==> src/rtl/pc_fetch_sequencer.sv <==
// Multi-cycle fetch/execute controller: owns the PC and instruction register,
// fetches one instruction, runs it on the datapath, then retires it.
module pc_fetch_sequencer #(
   parameter int                   PC_WIDTH    = 8,
   parameter int                   INSTR_WIDTH = 8,
   parameter logic [PC_WIDTH-1:0]  RESET_PC    = '0,
   parameter logic [4:0]           HALT_OPCODE = 5'b01111,
   parameter int                   CNT_WIDTH   = 16
) (
   input  logic                   clk,
   input  logic                   rst_n,
   input  logic                   run_en,
   output logic                   imem_req,
   output logic [PC_WIDTH-1:0]    imem_addr,
   input  logic                   imem_ack,
   input  logic [INSTR_WIDTH-1:0] imem_rdata,
   output logic [INSTR_WIDTH-1:0] instr,
   output logic [4:0]             opcode,
   output logic                   exec_start,
   input  logic                   ex_done,
   input  logic                   pc_sel,
   input  logic [PC_WIDTH-1:0]    branch_target,
   output logic [PC_WIDTH-1:0]    pc,
   output logic                   halted,
   output logic [CNT_WIDTH-1:0]   retire_cnt
);

   localparam logic [1:0] ST_IDLE  = 2'd0;
   localparam logic [1:0] ST_FETCH = 2'd1;
   localparam logic [1:0] ST_EXEC  = 2'd2;
   localparam logic [1:0] ST_HALT  = 2'd3;

   localparam logic [PC_WIDTH-1:0]  PC_ONE  = {{(PC_WIDTH-1){1'b0}}, 1'b1};
   localparam logic [CNT_WIDTH-1:0] CNT_ONE = {{(CNT_WIDTH-1){1'b0}}, 1'b1};

   logic [1:0]             state_q, state_d;
   logic [PC_WIDTH-1:0]    pc_q, pc_d;
   logic [INSTR_WIDTH-1:0] instr_q, instr_d;
   logic [CNT_WIDTH-1:0]   cnt_q, cnt_d;
   logic                   first_q, first_d;

   always_comb begin
      state_d = state_q;
      pc_d    = pc_q;
      instr_d = instr_q;
      cnt_d   = cnt_q;
      first_d = first_q;
      case (state_q)
         ST_IDLE: begin
            if (run_en) state_d = ST_FETCH;
         end
         ST_FETCH: begin
            // run_en is not looked at here: an issued request always completes.
            if (imem_ack) begin
               instr_d = imem_rdata;
               first_d = 1'b1;
               state_d = ST_EXEC;
            end
         end
         ST_EXEC: begin
            first_d = 1'b0;
            if (ex_done) begin
               cnt_d = cnt_q + CNT_ONE;
               if (opcode == HALT_OPCODE) begin
                  state_d = ST_HALT;
               end else begin
                  pc_d    = pc_sel ? branch_target : pc_q + PC_ONE;
                  state_d = run_en ? ST_FETCH : ST_IDLE;
               end
            end
         end
         default: ;
      endcase
   end

   always_ff @(posedge clk or negedge rst_n) begin
      if (!rst_n) begin
         state_q <= ST_IDLE;
         pc_q    <= RESET_PC;
         instr_q <= '0;
         cnt_q   <= '0;
         first_q <= 1'b0;
      end else begin
         state_q <= state_d;
         pc_q    <= pc_d;
         instr_q <= instr_d;
         cnt_q   <= cnt_d;
         first_q <= first_d;
      end
   end

   // Strobes decode straight from state so reset clears them without a clock.
   assign imem_req   = (state_q == ST_FETCH);
   assign imem_addr  = pc_q;
   assign exec_start = (state_q == ST_EXEC) && first_q;
   assign halted     = (state_q == ST_HALT);
   assign instr      = instr_q;
   assign opcode     = instr_q[INSTR_WIDTH-1 -: 5];
   assign pc         = pc_q;
   assign retire_cnt = cnt_q;

endmodule

==> config.mk <==
export PLATFORM = sky130hd
export DESIGN_NAME = pc_fetch_sequencer
export DESIGN_NICKNAME = d
export VERILOG_FILES = /design/src/rtl/pc_fetch_sequencer.sv
export SDC_FILE = /design/constraint.sdc
export NUM_CORES = 1
export LEC_CHECK = 0
export ABC_AREA = 1
export BUFFER_PORTS_ARGS = -buffer_cell sky130_fd_sc_hd__buf_2
export CORE_ASPECT_RATIO = 1.25
export CORE_MARGIN = 5
export CORE_UTILIZATION = 54
export CTS_CLUSTER_DIAMETER = 150
export CTS_CLUSTER_SIZE = 12
export DETAILED_ROUTE_END_ITERATION = 12
export GPL_ROUTABILITY_DRIVEN = 0
export GPL_TIMING_DRIVEN = 0
export PLACE_DENSITY = 0.9
export SETUP_SLACK_MARGIN = 0.02
export SLEW_MARGIN = 10
export SYNTH_ARGS = -nofsm -noshare
export SYNTH_HDL_FRONTEND = slang
export SYNTH_SLANG_ARGS = --single-unit
==> constraint.sdc <==
create_clock -name clk -period 4 [get_ports clk]
set_input_delay 0.2 -clock clk [delete_from_list [all_inputs] [get_ports clk]]
set_output_delay 0.2 -clock clk [all_outputs]
set_load 0.01 [all_outputs]
# After elaboration in Yosys (flattened, before gate mapping)
# Index checks and enable logic that the tools add are counted.
[totals]
reg_bits = 35
word_cells = 33
[classes]
add_sub_neg = 2
n_eq_ne = 7
n_mux = 9
bitwise = 1
reduce_logical = 9
[op_table]
columns = ["op", "count"]
rows = [
  ["$add A16 B1 Y16 const B", 1],
  ["$add A8 B1 Y8 const B", 1],
  ["$mux W2", 4],
  ["$mux W8", 1],
  ["$pmux W2 S3", 1],
  ["$reduce_and A2 Y1", 3],
  ["$eq A5 B4 Y1 const B", 1],
  ["$eq A2 B2 Y1 const B", 2],
  ["$ne A2 B2 Y1 const B", 2],
  ["$reduce_and A4 Y1", 1],
  ["$reduce_and A3 Y1", 1],
  ["$reduce_bool A3 Y1", 1],
  ["$eq A2 B1 Y1 const B", 1],
  ["$logic_not A2 Y1", 1],
  ["$mux W1", 2],
  ["$ne A2 B1 Y1 const B", 1],
  ["$pmux W1 S2", 1],
  ["$reduce_bool A2 Y1", 1],
  ["$logic_and A1 B1 Y1", 1],
  ["$not A1 Y1", 1],
]

# Logic depth before layout (Yosys ltp)
[depth]
word_depth = 4
depth_mapped = 10
ltp_nobuf = 10

# Least setup slack after synthesis
# No wires, ideal clock.
[synth_path]
path_type = "flip-flop to flip-flop"
from = "register state_q[0]"
to = "register cnt_q[13] (netlist: retire_cnt[13])"
arrival_ns = 1.364
t_required_ns = 3.887
setup_slack_ns = 2.523
stages_incl_launch_ff = 10
path_cell_list = "dfrtp_1 -> inv_1 -> ha_1 -> nand2_4 -> inv_6 -> nand3_4 -> nor2_8 -> nand4_1 -> nand2_1 -> inv_1"
[synth_via]
elab_chain_cells = 2
[synth_lines]
columns = ["item", "line_no", "source"]
rows = [
  ["start, declared", "36", "logic [1:0] state_q, state_d;"],
  ["start signal, assigned", "84", "state_q <= state_d;"],
  ["$eq A2 B2 Y1", "48", "case (state_q)"],
  ["$reduce_and A2 Y1 (no source line)", "--", ""],
  ["end signal, assigned", "87", "cnt_q <= cnt_d;"],
  ["end, declared", "39", "logic [CNT_WIDTH-1:0] cnt_q, cnt_d;"],
]
# No other way between the ends.
# A chain may end at the register's enable or synchronous reset.

# Worst setup path after layout
[layout_path]
from = "register state_q[0]"
to = "register pc_q[6] (netlist: imem_addr[6])"
[layout_via]
elab_chain_cells = 2
[layout_lines]
columns = ["item", "line_no", "source"]
rows = [
  ["$eq A2 B2 Y1", "48", ""],
  ["$reduce_and A3 Y1 (no source line)", "--", ""],
  ["end signal, assigned", "85", "pc_q <= pc_d;"],
  ["end, declared", "37", "logic [PC_WIDTH-1:0] pc_q, pc_d;"],
]
# No other way between the ends.

==> summary.md <==
| Metric | Value |
|---|---|
| Area of combinational cells with multiple inputs | 908 µm² |
| Number of fillers in the final layout | ~320 |
| Number of DRC markers after the initial detailed-route iteration | between 40 and 50 |
| Most common cell in the netlist | nand2_1 |
| Number of synthesized flops with an enable pin | 0 |
| FFs w/ async S/R, synth | 100% |
| Antenna violations before repair | 0 |
| Largest family of logic cells by synthesized area | simple AND/OR/NAND/NOR gates |
| Reg-to-reg critical path startpoint | state_q[0] |
| Synth warn | 0 |
| Vias in the first global route | between 1500 and 2000 |
| Worst slew margin | between 50 and 60% |
| Failing checks | hold timing |
| H-tree lvl count | 2 |
| Clock buffer depth | 2 |
| Mapped Nets | just under 300 |
| Endpoint of the worst-slack reg-to-reg timing path | imem_addr[6] |
| TritonCTS clock tree | done |
| R2R Setup Slk | 2.26 ns |
| Worst-path cell with the longest stage delay | dfrtp_1 |
| Number of antenna cells inserted | 0 |
| Top cells by area, synth | dfrtp_1, nand2_1, nor2_1 |
| Slew at the pin with the worst max-slew slack | 0.740 ns |
| Max-slew violation count | 0 |
| Result of the run | finished with violations |
| Synthesis-to-finish area growth | 24.6% |
| RSZ-0062 raised after global routing | no |
| Initial Util | a little under three fifths |
| Wire length of the first global-routing pass | 7580 µm |
| Via count | about 1900 |
| CP startpoint kind | flip-flop |
| Total die area | approximately 5000 µm² |
| Worst EP arrival | just under 2 ns |
| Vertical extent of the die | about 78 µm |
| Wire length after detailed routing | ~4400 µm |
| Total grt overflow | 0 |
| Series of cell instances along the critical path | inv_1, ha_1, nand2_4, a21oi_1, nand3_1, a21oi_1 |
| Leading area contributor after synthesis | dfrtp_1 |
| Class of the worst hold path | in -> async |
| Commonest register cell after synthesis | dfrtp_1 |
| Power density over the cells | approximately 600 nW/µm² |
| Hold-fix buffers, CTS | 0 |
| DRT met1 WL | roughly 1800 µm |
| Cells on worst reg2reg path | 6 |
| Most frequent cell on the critical path | a21oi_1 |
| Number of nets in the layout | 370 |
| Register area share after synthesis | between 40% and 50% |
| Detailed-route vias per instance | between 4 and 5 |
| Worst IR drop on VDD | between 0.0003 and 0.0004 V |
| Clock slew at the register clock pins of the worst setup and hold paths | around 0.070 ns |
| Port buffer count | between 60 and 70 |
| TritonRoute pass-1 iters | 4 |
| PostCTS Resize Cnt | 0 |
| Worst-skew pair later-pin latency | 0.28 ns |
| Peak per-stage delay on the critical path | around 0.42 ns |
| Core area | around 3500 µm² |
| Type of destination of the critical path | flip-flop |
| Worst clock skew | 0.00814 ns |
| Post-synth top cells | nand2_1, dfrtp_1, nor2_1, inv_1, buf_4 |
| Met3 WL | around 320 µm |
| Total of max-cap violations | 0 |
| Highest clock frequency the design can meet | roughly 580 MHz |
| Routed wirelength normalized by instance count | approximately 11 µm |
| Chip Width | about 65 µm |
| Flip-flop and latch count after synthesis | 35 |
| Required time of the critical path | around 4.2 ns |
| Maximum number of pins on one net before global-route repair | 36 |
| Post-synthesis instance total | ~270 |
| Setup TNS | 0 ns |
| Met2 routed WL | 2230 µm |
| Sequential cell area | ~880 µm² |
| Number of buffers added for setup after CTS | 0 |
| Final-report setup violation count | 0 |
| Mapped cell area | between 2000 and 2500 µm² |
| Crit-path max FO | 6 |
| Hpwl dp | roughly 3400 µm |
| Parity-gate share of the synthesized area counting xor and xnor cells | roughly 4.4% |
| Clock root buffer | clkbuf_8 |
| Area fraction in and, or, nand and nor cells after synthesis | between 30% and 40% |
| Distinct cell type count after synthesis | 23 |
| Highest metal used | met4 |
| DRC Markers | 0 |
| Crit path buf inv count | 1 |
| Synthesized-area fraction occupied by ao, oa, aoi and oai cells | about 4.3% |
| Area fraction of the dominant cell type after synthesis | 43.6% |
| Fin util | between 70% and 80% |
| Num Clock Sinks | 35 |
| Largest delay share family, worst path | compound AO/OA/AOI/OAI gates |
| Share of cells above drive strength 1 | about 28% |
| Number of ports placed on the die boundary | 70 |
| Standard-cell rows | 24 |
| GR Util All Layers | 18.8% |
| Leakage dissipation | between 1 and 1.5 nW |
| Category of the critical setup timing path | reg -> reg |
| Adder-cell share of the synthesized area | under 10% |
| Final Hold Vio Count | 35 |
| Total CTS buffers | 5 |
| Crit path time final | roughly 1.7 ns |
| Post-route antenna net violation count | 0 |
| Final hold slack | -0.0278 ns |
| Proportion of synthesized area in mux cells | 0% |
| Syn Area/Cell | roughly 7.5 µm² |
| Part of the cycle the worst path needs | between 40% and 50% |
==> flip-flops by register name (all words and copies together), names as in the netlist <==
name,count
retire_cnt,16
imem_addr,8
instr,8
state_q,2
first_q,1
==> layer usage <==
layer  global-route usage [%]  vias to the layer above
met5                        0                        -
met4                     6.34                        0
met3                     5.57                        6
met2                     34.3                       59
met1                     20.5                      858
li1                         -                      953
==> layout make-up <==
cell class / instances / area share [%]
Sequential cell: 35 / 35.0
Inverter: 31 / 4.85
Timing Repair Buffer: 69 / 13.8
Multi-Input combinational cell: 186 / 36.3
Buffer: 14 / 4.05
Clock buffer: 8 / 4.00
Tap cell: 39 / 1.95
==> report_power, final <==
part	switching (mW)	internal, mW	leakage (nW)
registers	0.123	0.467	0.417
logic	0.359	0.313	0.981
clock network	0.121	0.157	0.0515
==> per-stage QoR <==
| stage | cell area (µm²) | setup slack (ns) | power (mW) | std cells |
|---|---|---|---|---|
| floorplan | 2010 | 2.52 | 1.01 | 266 |
| global placement | 2400 | 2.34 | 1.24 | 374 |
| detailed placement | 2400 | 2.26 | 1.27 | 374 |
| CTS | 2500 | 2.24 | 1.56 | 382 |
| global route | 2500 | 2.08 | 1.67 | 382 |
| finish | 2500 | 2.26 | 1.54 | 382 |
==> layout by cell type, fill, tap and decap left out <==
cell type  count
nand2_1       98
buf_2         69
dfrtp_1       35
nor2_1        30
inv_1         29
buf_4         13
nand3_1       12
o21ai_0        9
a21oi_1        7
clkbuf_8       7
ha_1           6
xnor2_1        5
xor2_1         5
nand3b_1       3
nand2_4        2
clkbuf_1       2
or2_2          2
nand4_1        2
a31oi_1        1
inv_6          1
nand2_2        1
clkinv_1       1
nand3_4        1
nor2_8         1
nor3_1         1
==> how the worst max path moves through the flow <==
stage	start	end	depth (start not counted)
after floorplan	state_q[0]	retire_cnt[13]	9
after global placement	state_q[0]	imem_addr[6]	6
after detailed placement	state_q[0]	imem_addr[6]	6
after CTS	state_q[0]	imem_addr[6]	6
after global routing	state_q[0]	imem_addr[6]	6
final	state_q[0]	imem_addr[6]	6
==> kinds of logic (layout without fill, tap and decap cells) <==
kind of cell | Yosys count | count (layout)
compound gates | 17 | 17
xor+xnor | 10 | 10
simple gates | 153 | 153
fa+ha+maj | 6 | 6
flops | 35 | 35
buf+inv | 45 | 122
No activity file was read; power rests on OpenSTA's default activity.
